==> config.mk <==
export PLATFORM = sky130hd
export DESIGN_NAME = coin_key_ctrl
export DESIGN_NICKNAME = d
export VERILOG_FILES = /design/src/rtl/coin_pkg.sv /design/src/rtl/key_filter.sv /design/src/rtl/coin_key_ctrl.sv
export SDC_FILE = /design/constraint.sdc
export NUM_CORES = 1
export LEC_CHECK = 0
export CAP_MARGIN = 10
export CORE_MARGIN = 10
export CORE_UTILIZATION = 60
export CTS_CLUSTER_SIZE = 40
export DETAILED_ROUTE_END_ITERATION = 7
export PLACE_DENSITY = 0.87
export SLEW_MARGIN = 20
export SYNTH_ARGS = -nofsm -noshare
export SYNTH_HDL_FRONTEND = slang
export SYNTH_SLANG_ARGS = --single-unit
==> constraint.sdc <==
create_clock -name sys_clk -period 2.72 [get_ports sys_clk]
set_input_delay 0.544 -clock sys_clk [delete_from_list [all_inputs] [get_ports sys_clk]]
set_output_delay 0.544 -clock sys_clk [all_outputs]
set_load 0.01 [all_outputs]
==> src/rtl/coin_pkg.sv <==
// Shared definitions for the coin-slot input conditioner: filter state
// encoding and debounce window defaults.
package coin_pkg;

  localparam int unsigned CNT_MAX_DEF = 999_999;
  localparam int unsigned CNT_MAX_SIM = 4;

  localparam logic [1:0] ST_IDLE    = 2'd0;
  localparam logic [1:0] ST_FILT_DN = 2'd1;
  localparam logic [1:0] ST_HELD    = 2'd2;
  localparam logic [1:0] ST_FILT_UP = 2'd3;

  typedef enum logic [1:0] {
    IDLE    = ST_IDLE,
    FILT_DN = ST_FILT_DN,
    HELD    = ST_HELD,
    FILT_UP = ST_FILT_UP
  } filt_state_e;

endpackage

==> src/rtl/key_filter.sv <==
// One coin-slot channel: 2-flop synchroniser on the raw active-low switch,
// followed by a debounce FSM that emits one registered pulse per stable press.
module key_filter
  import coin_pkg::*;
#(
  parameter int unsigned CNT_MAX = CNT_MAX_DEF
) (
  input  logic sys_clk,
  input  logic sys_rst_n,
  input  logic key_in_n,
  output logic press_pulse
);

  localparam int unsigned CNT_W = $clog2(CNT_MAX);
  localparam logic [CNT_W-1:0] CNT_LAST = CNT_W'(CNT_MAX - 1);
  localparam logic [CNT_W-1:0] CNT_ONE  = CNT_W'(1);

  logic [1:0]       sync_q;
  logic             sync_n_s;
  filt_state_e      state_q, state_d;
  logic [CNT_W-1:0] cnt_q, cnt_d;
  logic             press_q, press_d;

  assign sync_n_s    = sync_q[1];
  assign press_pulse = press_q;

  // Synchroniser chain; resets to the released level.
  always_ff @(posedge sys_clk or negedge sys_rst_n) begin
    if (!sys_rst_n) begin
      sync_q <= 2'b11;
    end else begin
      sync_q <= {sync_q[0], key_in_n};
    end
  end

  // Filter state, window counter and press event registers.
  always_ff @(posedge sys_clk or negedge sys_rst_n) begin
    if (!sys_rst_n) begin
      state_q <= IDLE;
      cnt_q   <= '0;
      press_q <= 1'b0;
    end else begin
      state_q <= state_d;
      cnt_q   <= cnt_d;
      press_q <= press_d;
    end
  end

  // Next-state: any level change must persist a full window to be accepted.
  always_comb begin
    state_d = state_q;
    cnt_d   = cnt_q;
    press_d = 1'b0;
    case (state_q)
      IDLE: begin
        if (!sync_n_s) begin
          state_d = FILT_DN;
          cnt_d   = '0;
        end else begin
          state_d = IDLE;
        end
      end
      FILT_DN: begin
        if (sync_n_s) begin
          state_d = IDLE;
          cnt_d   = '0;
        end else if (cnt_q == CNT_LAST) begin
          state_d = HELD;
          cnt_d   = '0;
          press_d = 1'b1;
        end else begin
          cnt_d = cnt_q + CNT_ONE;
        end
      end
      HELD: begin
        if (sync_n_s) begin
          state_d = FILT_UP;
          cnt_d   = '0;
        end else begin
          state_d = HELD;
        end
      end
      FILT_UP: begin
        if (!sync_n_s) begin
          state_d = HELD;
          cnt_d   = '0;
        end else if (cnt_q == CNT_LAST) begin
          state_d = IDLE;
          cnt_d   = '0;
        end else begin
          cnt_d = cnt_q + CNT_ONE;
        end
      end
      default: begin
        state_d = IDLE;
        cnt_d   = '0;
      end
    endcase
  end

endmodule

==> src/rtl/coin_key_ctrl.sv <==
// Coin-slot conditioner top: two debounced channels merged by a registered
// arbiter so the vending FSM never sees both coin pulses in one cycle.
module coin_key_ctrl
  import coin_pkg::*;
#(
  parameter int unsigned CNT_MAX = CNT_MAX_DEF
) (
  input  logic sys_clk,
  input  logic sys_rst_n,
  input  logic key_half_n,
  input  logic key_one_n,
  output logic po_money_half,
  output logic po_money_one
);

  logic ev_half_s, ev_one_s;
  logic pend_half_s, pend_one_s;
  logic pend_half_q, pend_half_d;
  logic pend_one_q, pend_one_d;
  logic half_q, half_d;
  logic one_q, one_d;

  key_filter #(.CNT_MAX(CNT_MAX)) u_filt_half (
    .sys_clk    (sys_clk),
    .sys_rst_n  (sys_rst_n),
    .key_in_n   (key_half_n),
    .press_pulse(ev_half_s)
  );

  key_filter #(.CNT_MAX(CNT_MAX)) u_filt_one (
    .sys_clk    (sys_clk),
    .sys_rst_n  (sys_rst_n),
    .key_in_n   (key_one_n),
    .press_pulse(ev_one_s)
  );

  assign po_money_half = half_q;
  assign po_money_one  = one_q;

  // Pending flags and output pulse registers.
  always_ff @(posedge sys_clk or negedge sys_rst_n) begin
    if (!sys_rst_n) begin
      pend_half_q <= 1'b0;
      pend_one_q  <= 1'b0;
      half_q      <= 1'b0;
      one_q       <= 1'b0;
    end else begin
      pend_half_q <= pend_half_d;
      pend_one_q  <= pend_one_d;
      half_q      <= half_d;
      one_q       <= one_d;
    end
  end

  // Fresh events count as pending this cycle; one-coin wins ties.
  always_comb begin
    pend_half_s = pend_half_q | ev_half_s;
    pend_one_s  = pend_one_q | ev_one_s;
    pend_half_d = pend_half_s;
    pend_one_d  = pend_one_s;
    half_d      = 1'b0;
    one_d       = 1'b0;
    if (pend_one_s) begin
      one_d      = 1'b1;
      pend_one_d = 1'b0;
    end else if (pend_half_s) begin
      half_d      = 1'b1;
      pend_half_d = 1'b0;
    end else begin
      half_d = 1'b0;
      one_d  = 1'b0;
    end
  end

endmodule

# Word level (Yosys, flattened, before mapping)
# Index checks and enable logic that the tools add are counted.
# op_classes
reduce_logical	6
n_addsub	2
n_div	0
shifts	0
n_mux	36
n_eq_ne	16
bitwise_logic	1
order_cmp	0
n_mul	0
# ops
cell	count
20-bit two-way mux	10
20-bit one-hot mux with 4 select lines	2
20-bit by 1-bit adder with 20-bit output (second input constant)	2
20-bit == test (second input constant)	2
2-bit two-way mux	8
2-bit one-hot mux with 4 select lines	2
1-bit two-way mux	14
2-bit == test (second input constant)	4
2-bit AND reduction	4
3-bit by 1-bit != test with 1-bit output (second input constant)	2
3-bit != test (second input constant)	2
2-bit by 1-bit == test with 1-bit output (second input constant)	2
2-bit zero test	2
2-bit by 1-bit != test with 1-bit output (second input constant)	2
2-bit != test (second input constant)	2
1-bit OR	1
# totals
romBits	0
memories	0
input_bits	4
latchBits	0
output_inout_bits	2
ff_bits	53
ram_bits	0

# Depth between registers and ports, before layout
# Gate-level depths: netlist of run 1.
# depth
ltp_word	4
depth_mapped	8

# Modules after synthesis
# Synthesis of run 1 repeated with hierarchy kept, for this count alone.
# hier_totals
cells_unflattened	293
hier_area_um2	2787.7
# modules_own_cells
mod	cells_each	instances	seq_area_each_um2	area_each_um2
key_filter at u_filt_half	150	1	628.1	1377.6
key_filter at u_filt_one	138	1	628.1	1317.5
coin_key_ctrl	5	1	75.1	92.6

# Worst setup path before layout of run 1
# No wires, ideal clock.
# synth_path
path_kind	register to register
from	register u_filt_half.cnt_q[0]
to	register u_filt_half.cnt_q[5]
t_arrival_ns	1.878
stages_incl_launch_ff	8
n_path_buf	1
required_ns	2.599
slack_ns	0.721
cell_sequence	dfrtp_1 inv_1 ha_1 or4b_4 o311a_1 buf_6 a21o_1 a22o_1
# synth_via
elab_chain_cells	4
elab_cells_between_ends	6
classes_between	add/sub: 1; eq/ne: 1; mux: 4
# synth_rtl
element	line	text
from (decl)	key_filter.sv:21	logic [CNT_W-1:0] cnt_q, cnt_d;
from (signal assigned)	key_filter.sv:44	cnt_q <= cnt_d;
20-bit by 1-bit adder with 20-bit output / 20-bit == test (equally long branches)	--	
20-bit two-way mux *	key_filter.sv:67, key_filter.sv:87	
20-bit two-way mux (on tied branches)	key_filter.sv:84, key_filter.sv:64	
20-bit one-hot mux with 4 select lines *	key_filter.sv:54	case (state_q)
# Mark *: on every way between the ends. The rest lies on a longest branch, timed or not.
# A chain may end at the register's enable or synchronous reset.

# Worst setup path after layout of run 1
# Ends and elaborated chain as after synthesis.

==> results of run 1 <==
cells by family (layout without fill, tap and decap cells):
family	after synthesis	count (layout)	synth area share [%]
XOR/XNOR	12	12	3.93
adder cells (fa/ha/maj)	4	4	1.87
buffers and inverters	22	29	3.69
multiplexers	2	2	0.748
AND/OR/NAND/NOR	129	129	25.4
AO/OA/AOI/OAI	64	64	14.6
flip-flops	53	53	49.7
worst paths after layout:
kind | start | to | slack, ns | depth (start not counted)
setup / recovery | u_filt_half.cnt_q[0] | u_filt_half.cnt_q[5] | 0.40 | 6
hold / removal | sys_rst_n | u_filt_half.cnt_q[3] | 0.16 | 1
setup reg to reg | u_filt_half.cnt_q[0] | u_filt_half.cnt_q[5] | 0.40 | 6
hold reg to reg | u_filt_half.sync_q[0] | u_filt_half.sync_q[1] | 0.36 | 0
max in group asynchronous | sys_rst_n | u_filt_half.sync_q[1] | 1.91 | 2
min in group sys_clk | u_filt_half.sync_q[0] | u_filt_half.sync_q[1] | 0.36 | 0
cell usage after synthesis (3+ instances only):
library cell	count	share of area, %
sky130_fd_sc_hd__a21oi_1	16	3.0
sky130_fd_sc_hd__or3_1	4	0.93
sky130_fd_sc_hd__nand4_1	8	1.9
sky130_fd_sc_hd__dfstp_2	4	3.9
sky130_fd_sc_hd__nor3_1	13	2.4
sky130_fd_sc_hd__xnor2_1	10	3.3
sky130_fd_sc_hd__nand3_1	14	2.6
sky130_fd_sc_hd__nand2b_1	3	0.70
sky130_fd_sc_hd__nor2_1	25	3.5
sky130_fd_sc_hd__inv_1	12	1.7
sky130_fd_sc_hd__clkbuf_1	7	0.98
sky130_fd_sc_hd__nand2_1	34	4.8
sky130_fd_sc_hd__o21ai_0	14	2.6
sky130_fd_sc_hd__and4_1	4	1.3
sky130_fd_sc_hd__ha_1	4	1.9
sky130_fd_sc_hd__dfrtp_1	49	46
sky130_fd_sc_hd__a31oi_1	17	4.0
sky130_fd_sc_hd__a21o_1	7	2.0
sky130_fd_sc_hd__and3_1	4	0.93
sky130_fd_sc_hd__and2_1	4	0.93
sky130_fd_sc_hd__a22o_1	3	0.98
critical path, delay by kind of cell (launching register included):
family,cells,cell delay [ns]
simple gates,1,0.47
buf+inv,1,0.09
flops,1,0.44
compound gates,3,1.05
fa+ha+maj,1,0.17
metal layers:
layer | vias up | global-route usage (%) | share of wire (%)
li1 | 1038 | - | -
met1 | 1018 | 17.5 | 45
met2 | 46 | 25.6 | 50
met3 | 9 | 4.22 | 3.6
met4 | 0 | 5.01 | 1.4
met5 | - | 0 | 0
registers in the layout, summed over array words and instances, names as in the netlist, named ones only:
register	count
u_filt_one.state_q	1
pend_half_q	1
po_money_half	1
u_filt_one.cnt_q	20
u_filt_half.sync_q	2
u_filt_half.press_pulse	1
po_money_one	1
u_filt_half.state_q	1
u_filt_half.cnt_q	20
u_filt_one.sync_q	2
u_filt_one.press_pulse	1
metrics by stage:
step	util [%]	instance area (um^2)
after floorplan	-	2680
after global placement	63.9	2760
after detailed placement	64.0	2770
after CTS	66.6	2880
after global routing	66.6	2880
final	66.6	2880
report_power, final:
part | internal [mW] | total [mW] | switching (mW)
Clock | 0.277 | 0.534 | 0.257
Combinational | 0.0271 | 0.0842 | 0.0571
Sequential | 0.804 | 0.823 | 0.0186
Total | 1.11 | 1.44 | 0.333
area by class of cell:
type / count / share of cell area (%)
sequential: 53 / 46.3
multi-input combinational: 211 / 43.4
timing repair buffer: 9 / 2.61
clock buffer: 6 / 2.52
tap: 52 / 2.26
inverter: 12 / 1.57
clock inverter: 2 / 1.35
==> flow_summary_export.csv, run 1 <==
group,metric,value,unit
outcome,outcome,"finished clean",
floorplan,fp-row-count,24,
timing,slew_headroom,40.9,%
yosys,yosys.cell_types.count,43,
layout,final.fill_count,329,
drt,postRouteWirelength,5.33,mm
global_routing,via_count_of_the_first_global_routing_pass,2079,
clocking,cts_root_buffer,"sky130_fd_sc_hd__clkbuf_8",
worst_setup_path,critPathMaxFanout,18,
global_routing,grtUsageTotal,15.0,%
floorplan,floorplan.initialDensity,61.9,%
global_routing,antenna_found_initial,0,
layout,final-instance-count-excl-fill,345,
worst_setup_path,timing.critical_path.from_type,"flop",
yosys,syn_avg_cell_area,9.36,um^2
layout,mostFrequentLayoutCells,"49 x sky130_fd_sc_hd__dfrtp_1, 34 x sky130_fd_sc_hd__nand2_1, 25 x sky130_fd_sc_hd__nor2_1",
power_and_ir_drop,power.ir.vdd_worst,317,uV
floorplan,fp.dieArea,7530,um^2
clocking,number_of_buffers_created_by_cts,5,
drt,drt-initial-drc-count,117,
timing,fmax,430,MHz
floorplan,die_height,86.8,um
layout,drive_gt1_share,8.19,%
worst_setup_path,worstPathCellList,"inv_1 > ha_1 > or4b_4 > o311a_1 > a21o_1 > a22o_1",
layout,combined_area_of_the_multi_input_logic_cells,1250,um^2
power_and_ir_drop,powerDensity,501,nW/um^2
power_and_ir_drop,total_power,1.44,mW
clocking,ctsHtreeMaxLevel,2,
timing,timing_worst_slew_pin_value,0.883,ns
job,max_capacitance_violation_total,0,
layout,layout_commonest_cell,"sky130_fd_sc_hd__dfrtp_1",
power_and_ir_drop,leak_pwr,1.19,nW
global_routing,grt_overflow_total,0,
timing,worst_hold_slack,0.157,ns
clocking,post-cts-setup-buffers,0,
timing,rsz0062_at_grt,"false",
layout,n_antenna_cell,0,
yosys,postSynth.topFlopCell,"sky130_fd_sc_hd__dfrtp_1",
placed_design,dp_cells,337,
layout,finalNetCount,300,
clocking,clock_slew_at_the_register_clock_pins_of_the_worst_setup_and_hold_paths,0.10,ns
timing,finalClockSkew,0.00934,ns
clocking,tritoncts_clock_tree,"done",
yosys,synth_enable_flop_cells,0,
global_routing,maximum_number_of_pins_on_one_net_before_global_route_repair,20,
yosys,postSynthNetCount,294,
worst_setup_path,max_stage_delay,0.60,ns
global_routing,grt_first_pass_wirelength,9.25,mm
floorplan,ios,6,
placed_design,dp_worst_setup_slack,0.405,ns
drt,drtAntennaViolNets,0,
layout,seq_area,1330,um^2
timing,hold_viol,0,
drt,avgRoutedWirePerCell,15.4,um
floorplan,core_area,4320,um^2
drt,drt_first_pass_iters,4,
drt,via_count,2111,
timing,final_min_period_over_clock_period,85.5,%
worst_setup_path,timing.setup.critical_path_class,"flop to flop",
clocking,number_of_cells_upsized_or_downsized_after_cts,0,
yosys,synth_sequential_area_ratio,49.7,%
clocking,max-clock-path-buffers,2,
yosys,yosys_warning_total,0,
layout,syn_to_final_growth,7.53,%
timing,setup_tns,0,ns
clocking,clk_sinks,53,
worst_setup_path,worstPathRequired,2.93,ns
worst_setup_path,crit_slowest_cell,"sky130_fd_sc_hd__o311a_1",
yosys,share_of_synthesized_registers_carrying_an_async_set_or_reset,100,%
timing,setup-violations-final,0,
timing,timing.final.crit_period,2.32,ns
worst_setup_path,cp-end-kind,"flop",
drt,route.detailed.drc,0,
worst_setup_path,critPathArrivalTime,2.53,ns
timing,final.setup.worst_slack,0.395,ns
clocking,insertion_delay,0.31,ns
placed_design,port_buffers,5,
placed_design,gp_congestion,0.841,
drt,vias_per_cell,6.12,
hold_path,holdCritPathClass,"input pin to asynchronous set/reset pin",
yosys,flip_flop_and_latch_count_after_synthesis,53,
yosys,netlist_area,2680,um^2
yosys,cell_count_after_synthesis,286,
placed_design,post-dp-hpwl,3.82,mm
clocking,hold_buffers,0,
timing,timing.final.max_slew_violations,0,
floorplan,dieWidth,86.8,um
No activity file was read; power rests on OpenSTA's default activity.
==> inputs of run 2 (changes only) <==
--- a/config.mk
+++ b/config.mk
@@ -6,11 +6,11 @@
 export NUM_CORES = 1
 export LEC_CHECK = 0
 export CAP_MARGIN = 10
-export CORE_MARGIN = 10
 export CORE_UTILIZATION = 60
 export CTS_CLUSTER_SIZE = 40
 export DETAILED_ROUTE_END_ITERATION = 7
 export PLACE_DENSITY = 0.87
+export REMOVE_ABC_BUFFERS = 1
 export SLEW_MARGIN = 20
 export SYNTH_ARGS = -nofsm -noshare
 export SYNTH_HDL_FRONTEND = slang
==> flow_summary_export.csv, run 2 (synthesis gave the netlist of run 1 again) <==
group,metric,value,unit
floorplan,fp-row-count,23,
hold_path,holdCritPathClass,"flop to flop",
floorplan,fp.dieArea,4730,um^2
timing,final.setup.worst_slack,0.402,ns
layout,layout_commonest_cell,"sky130_fd_sc_hd__dfrtp_1",
placed_design,gp_congestion,0.801,
layout,drive_gt1_share,8.16,%
timing,slew_headroom,40.0,%
outcome,outcome,"finished clean",
placed_design,post-dp-hpwl,3.62,mm
floorplan,floorplan.initialDensity,64.6,%
timing,final_min_period_over_clock_period,85.2,%
layout,mostFrequentLayoutCells,"49 x sky130_fd_sc_hd__dfrtp_1, 34 x sky130_fd_sc_hd__nand2_1, 25 x sky130_fd_sc_hd__nor2_1",
global_routing,grtUsageTotal,25.1,%
timing,timing.final.max_slew_violations,0,
global_routing,grt_first_pass_wirelength,8.69,mm
timing,setup_tns,0,ns
worst_setup_path,timing.critical_path.from_type,"flop",
timing,setup-violations-final,0,
clocking,max-clock-path-buffers,2,
timing,fmax,431,MHz
global_routing,antenna_found_initial,0,
clocking,tritoncts_clock_tree,"done",
power_and_ir_drop,leak_pwr,1.19,nW
clocking,ctsHtreeMaxLevel,2,
worst_setup_path,critPathMaxFanout,14,
layout,n_antenna_cell,0,
timing,timing_worst_slew_pin_value,0.900,ns
timing,finalClockSkew,0.00848,ns
drt,avgRoutedWirePerCell,15.2,um
drt,drt-initial-drc-count,190,
global_routing,maximum_number_of_pins_on_one_net_before_global_route_repair,27,
drt,postRouteWirelength,5.23,mm
global_routing,grt_overflow_total,0,
worst_setup_path,cp-end-kind,"flop",
clocking,cts_root_buffer,"sky130_fd_sc_hd__clkbuf_8",
worst_setup_path,timing.setup.critical_path_class,"flop to flop",
job,max_capacitance_violation_total,0,
clocking,post-cts-setup-buffers,0,
layout,syn_to_final_growth,7.01,%
drt,via_count,2127,
clocking,number_of_buffers_created_by_cts,5,
clocking,insertion_delay,0.32,ns
worst_setup_path,critPathArrivalTime,2.50,ns
layout,finalInstanceArea,2860,um^2
layout,largest_registers,"u_filt_half.cnt_q x20, u_filt_one.cnt_q x20",
drt,vias_per_cell,6.18,
layout,finalNetCount,301,
drt,drtAntennaViolNets,0,
timing,timing.final.crit_period,2.32,ns
floorplan,die_height,68.8,um
timing,hold_viol,0,
clocking,clk_sinks,53,
timing,rsz0062_at_grt,"false",
floorplan,ios,6,
drt,drt_first_pass_iters,4,
layout,final.fill_count,310,
placed_design,dpl_cell_area,2760,um^2
drt,route.detailed.drc,0,
floorplan,core_area,4140,um^2
clocking,clock_slew_at_the_register_clock_pins_of_the_worst_setup_and_hold_paths,0.11,ns
power_and_ir_drop,powerDensity,483,nW/um^2
placed_design,port_buffers,5,
placed_design,dp_worst_setup_slack,0.435,ns
power_and_ir_drop,power.ir.vdd_worst,342,uV
floorplan,dieWidth,68.8,um
global_routing,via_count_of_the_first_global_routing_pass,1947,
layout,fin_util,69.1,%
worst_setup_path,worstPathRequired,2.90,ns
run 2: path summary, 6_finish.rpt:
path | from | endpoint | slack (ns) | cells after the start
min in group asynchronous | sys_rst_n | u_filt_one.cnt_q[9] | 0.54 | 2
hold reg to reg | u_filt_half.sync_q[0] | u_filt_half.sync_q[1] | 0.36 | 0
setup / recovery | u_filt_one.cnt_q[10] | u_filt_one.cnt_q[14] | 0.40 | 6
max in group asynchronous | sys_rst_n | u_filt_half.sync_q[0] | 1.63 | 3
setup reg to reg | u_filt_one.cnt_q[10] | u_filt_one.cnt_q[14] | 0.40 | 6
hold / removal | u_filt_half.sync_q[0] | u_filt_half.sync_q[1] | 0.36 | 0
run 2: repair_timing:
action / in CTS / in global routing
endpoints found under the hold margin: 0 / 2
resized for setup: 0 / 0
hold buffers: 0 / 1
run 2: where the power goes:
| part | switching, mW | internal, mW | leakage, nW |
|---|---|---|---|
| combinational | 0.0569 | 0.0275 | 0.422 |
| sequential | 0.0181 | 0.805 | 0.719 |
| clock | 0.287 | 0.188 | 0.0452 |
| total | 0.362 | 1.02 | 1.19 |
run 2: final cells by class:
| type | instances | area (um^2) | share of cell area (%) |
|---|---|---|---|
| Clock buffer | 5 | 68.8 | 2.40 |
| Clock inverter | 3 | 25.0 | 0.874 |
| Inverter | 12 | 45.0 | 1.57 |
| Multi-Input combinational cell | 211 | 1250 | 43.5 |
| Sequential cell | 53 | 1330 | 46.5 |
| Tap cell | 50 | 62.6 | 2.18 |
| Timing Repair Buffer | 10 | 85.1 | 2.97 |
run 2: routing by layer:
layer / vias up / GRT usage (%) / routed length (um)
li1: 1038 / - / -
met1: 1036 / 34.7 / 2550
met2: 46 / 39.2 / 2440
met3: 7 / 6.25 / 187
met4: 0 / 7.40 / 51
met5: - / 0 / 0
run 2: metrics by stage:
step | hold WS [ns] | instances | total power [mW]
3_3_place_gp | 0.346 | 335 | 0.918
3_5_place_dp | 0.345 | 335 | 0.921
5_1_grt | 0.367 | 344 | 1.43
2_1_floorplan | 0.248 | 276 | 0.881
4_1_cts | 0.000655 | 343 | 1.38
6_report | 0.359 | 344 | 1.38
run 2: critical path, stage by stage (launching register included):
cell                      delay, ns
sky130_fd_sc_hd__dfrtp_1       0.44
sky130_fd_sc_hd__or4_4         0.55
sky130_fd_sc_hd__nor4_4        0.33
sky130_fd_sc_hd__a21oi_1       0.33
sky130_fd_sc_hd__buf_4         0.30
sky130_fd_sc_hd__a21oi_1       0.13
sky130_fd_sc_hd__o22ai_1       0.11
==> inputs of run 3 (changes only) <==
--- a/config.mk
+++ b/config.mk
@@ -6,11 +6,13 @@
 export NUM_CORES = 1
 export LEC_CHECK = 0
 export CAP_MARGIN = 10
+export CORE_MARGIN = 3
 export CORE_UTILIZATION = 60
 export CTS_CLUSTER_SIZE = 40
 export DETAILED_ROUTE_END_ITERATION = 7
 export PLACE_DENSITY = 0.87
 export REMOVE_ABC_BUFFERS = 1
+export SETUP_SLACK_MARGIN = 0.05
 export SLEW_MARGIN = 20
 export SYNTH_ARGS = -nofsm -noshare
 export SYNTH_HDL_FRONTEND = slang
==> flow_summary_export.csv, run 3 (synthesis gave the netlist of run 1 again) <==
group,metric,value,unit
global_routing,maximum_number_of_pins_on_one_net_before_global_route_repair,44,
global_routing,via_count_of_the_first_global_routing_pass,1921,
power_and_ir_drop,powerDensity,480,nW/um^2
drt,route.detailed.drc,0,
timing,timing.final.max_slew_violations,0,
layout,syn_to_final_growth,6.64,%
timing,timing_worst_slew_pin_value,0.903,ns
timing,finalClockSkew,0.00635,ns
clocking,cts_root_buffer,"sky130_fd_sc_hd__clkbuf_8",
worst_setup_path,crit_slowest_cell,"sky130_fd_sc_hd__o311a_1",
timing,slew_headroom,39.8,%
worst_setup_path,max_stage_delay,0.60,ns
placed_design,dpl_cell_area,2760,um^2
layout,finalInstanceArea,2850,um^2
placed_design,port_buffers,5,
timing,setup-violations-final,0,
layout,mostFrequentLayoutCells,"49 x sky130_fd_sc_hd__dfrtp_1, 34 x sky130_fd_sc_hd__nand2_1, 25 x sky130_fd_sc_hd__nor2_1",
timing,final.setup.worst_slack,0.433,ns
timing,timing.final.crit_period,2.29,ns
floorplan,floorplan.initialDensity,64.6,%
power_and_ir_drop,pwr-share-comb,6.1,%
global_routing,grtUsageTotal,22.3,%
placed_design,gp_congestion,0.849,
timing,hold_viol,0,
clocking,number_of_buffers_created_by_cts,5,
layout,final.fill_count,340,
global_routing,grt_overflow_total,0,
worst_setup_path,cp-end-kind,"flop",
worst_setup_path,worst_path_dominant_cell_family,"compound AO/OA/AOI/OAI gates",
power_and_ir_drop,p_int,1.02,mW
layout,finalNetCount,300,
floorplan,die_height,72.8,um
drt,avgRoutedWirePerCell,15.6,um
clocking,tritoncts_clock_tree,"done",
worst_setup_path,critPathArrivalTime,2.50,ns
layout,combined_area_of_the_multi_input_logic_cells,1250,um^2
clocking,hold_buffers,0,
worst_setup_path,worst_r2r_endpoint,"u_filt_half.cnt_q[5]",
power_and_ir_drop,netSwitchingPower,0.350,mW
layout,seq_area,1330,um^2
layout,n_antenna_cell,0,
power_and_ir_drop,power_switching_share,25.6,%
placed_design,post-dp-hpwl,3.59,mm
timing,fmax,437,MHz
drt,drt-initial-drc-count,186,
worst_setup_path,critPathMaxFanout,18,
power_and_ir_drop,seq_power_share,60.0,%
worst_setup_path,worst-path-buf-inv,1,
clocking,clk_sinks,53,
floorplan,dieWidth,72.8,um
clocking,max-clock-path-buffers,2,
timing,final_min_period_over_clock_period,84.1,%
drt,postRouteWirelength,5.35,mm
global_routing,grt_first_pass_wirelength,9.18,mm
clocking,number_of_cells_upsized_or_downsized_after_cts,0,
power_and_ir_drop,leak_pwr,1.18,nW
clocking,post-cts-setup-buffers,0,
outcome,outcome,"finished clean",
worst_setup_path,critical_path.reg2reg.startpoint,"u_filt_half.cnt_q[0]",
worst_setup_path,worstPathCellList,"inv_1 > ha_1 > or4b_4 > o311a_1 > a21o_1 > a22o_1",
drt,drt_first_pass_iters,5,
floorplan,core_area,4140,um^2
job,max_capacitance_violation_total,0,
drt,via_count,2150,
floorplan,ios,6,
drt,drtAntennaViolNets,0,
worst_setup_path,r2r_slack,0.43,ns
layout,drive_gt1_share,8.19,%
worst_setup_path,timing.setup.critical_path_class,"flop to flop",
layout,largest_registers,"u_filt_half.cnt_q x20, u_filt_one.cnt_q x20",
global_routing,antenna_found_initial,0,
floorplan,fp.dieArea,5300,um^2
timing,setup_tns,0,ns
power_and_ir_drop,power.ir.vdd_worst,326,uV
layout,layout_commonest_cell,"sky130_fd_sc_hd__dfrtp_1",
worst_setup_path,rr_worst_depth,6,
clocking,ctsHtreeMaxLevel,2,
clocking,insertion_delay,0.31,ns
hold_path,holdCritPathClass,"input pin to asynchronous set/reset pin",
timing,rsz0062_at_grt,"false",
placed_design,dp_worst_setup_slack,0.450,ns
clocking,clock_slew_at_the_register_clock_pins_of_the_worst_setup_and_hold_paths,0.10,ns
floorplan,fp-row-count,23,
worst_setup_path,timing.critical_path.from_type,"flop",
worst_setup_path,worstPathRequired,2.93,ns
power_and_ir_drop,pwr-share-clk,33.8,%
drt,vias_per_cell,6.27,
## run 3: area by class of cell
class,count,share of cell area [%]
Clock buffer,5,2.41
Timing Repair Buffer,9,2.63
Multi-Input combinational cell,211,43.7
Sequential cell,53,46.6
Clock inverter,3,0.877
Tap cell,50,2.19
Inverter,12,1.58
## run 3: metal layers
layer	wire length [um]	GRT usage (%)	part of all wire [%]	up-vias
met1	2440	32.2	46	1044
li1	-	-	-	1035
met4	81	8.20	1.5	0
met3	273	4.68	5.1	9
met5	0	0	0	-
met2	2560	33.3	48	62
## run 3: metrics by stage
step / util, % / hold slack (ns) / power, mW / cells
after global placement: 66.6 / 0.346 / 0.917 / 335
after CTS: 68.9 / 0.371 / 1.38 / 343
final: 68.9 / 0.346 / 1.37 / 343
after floorplan: - / 0.248 / 0.881 / 276
after global routing: 68.9 / 0.373 / 1.43 / 343
after detailed placement: 66.6 / 0.354 / 0.921 / 335
## run 3: power by group through the flow
stage                     sequential, mW  combinational, mW  clock (mW)
after floorplan                    0.833             0.0478           0
after global placement             0.836             0.0805           0
after detailed placement           0.837             0.0837           0
after CTS                          0.822             0.0851       0.473
after global routing               0.826             0.0960       0.508
final                              0.822             0.0838       0.463
## run 3: how the worst max path moves through the flow
stage / depth (start not counted) / slack [ns] / startpoint / endpoint
2_1_floorplan: 7 / 0.54 / u_filt_one.cnt_q[0] / u_filt_one.cnt_q[12]
3_3_place_gp: 6 / 0.53 / u_filt_half.cnt_q[0] / u_filt_half.cnt_q[5]
3_5_place_dp: 6 / 0.45 / u_filt_half.cnt_q[0] / u_filt_half.cnt_q[5]
4_1_cts: 6 / 0.44 / u_filt_half.cnt_q[0] / u_filt_half.cnt_q[5]
5_1_grt: 6 / 0.31 / u_filt_half.cnt_q[0] / u_filt_half.cnt_q[11]
6_report: 6 / 0.43 / u_filt_half.cnt_q[0] / u_filt_half.cnt_q[5]
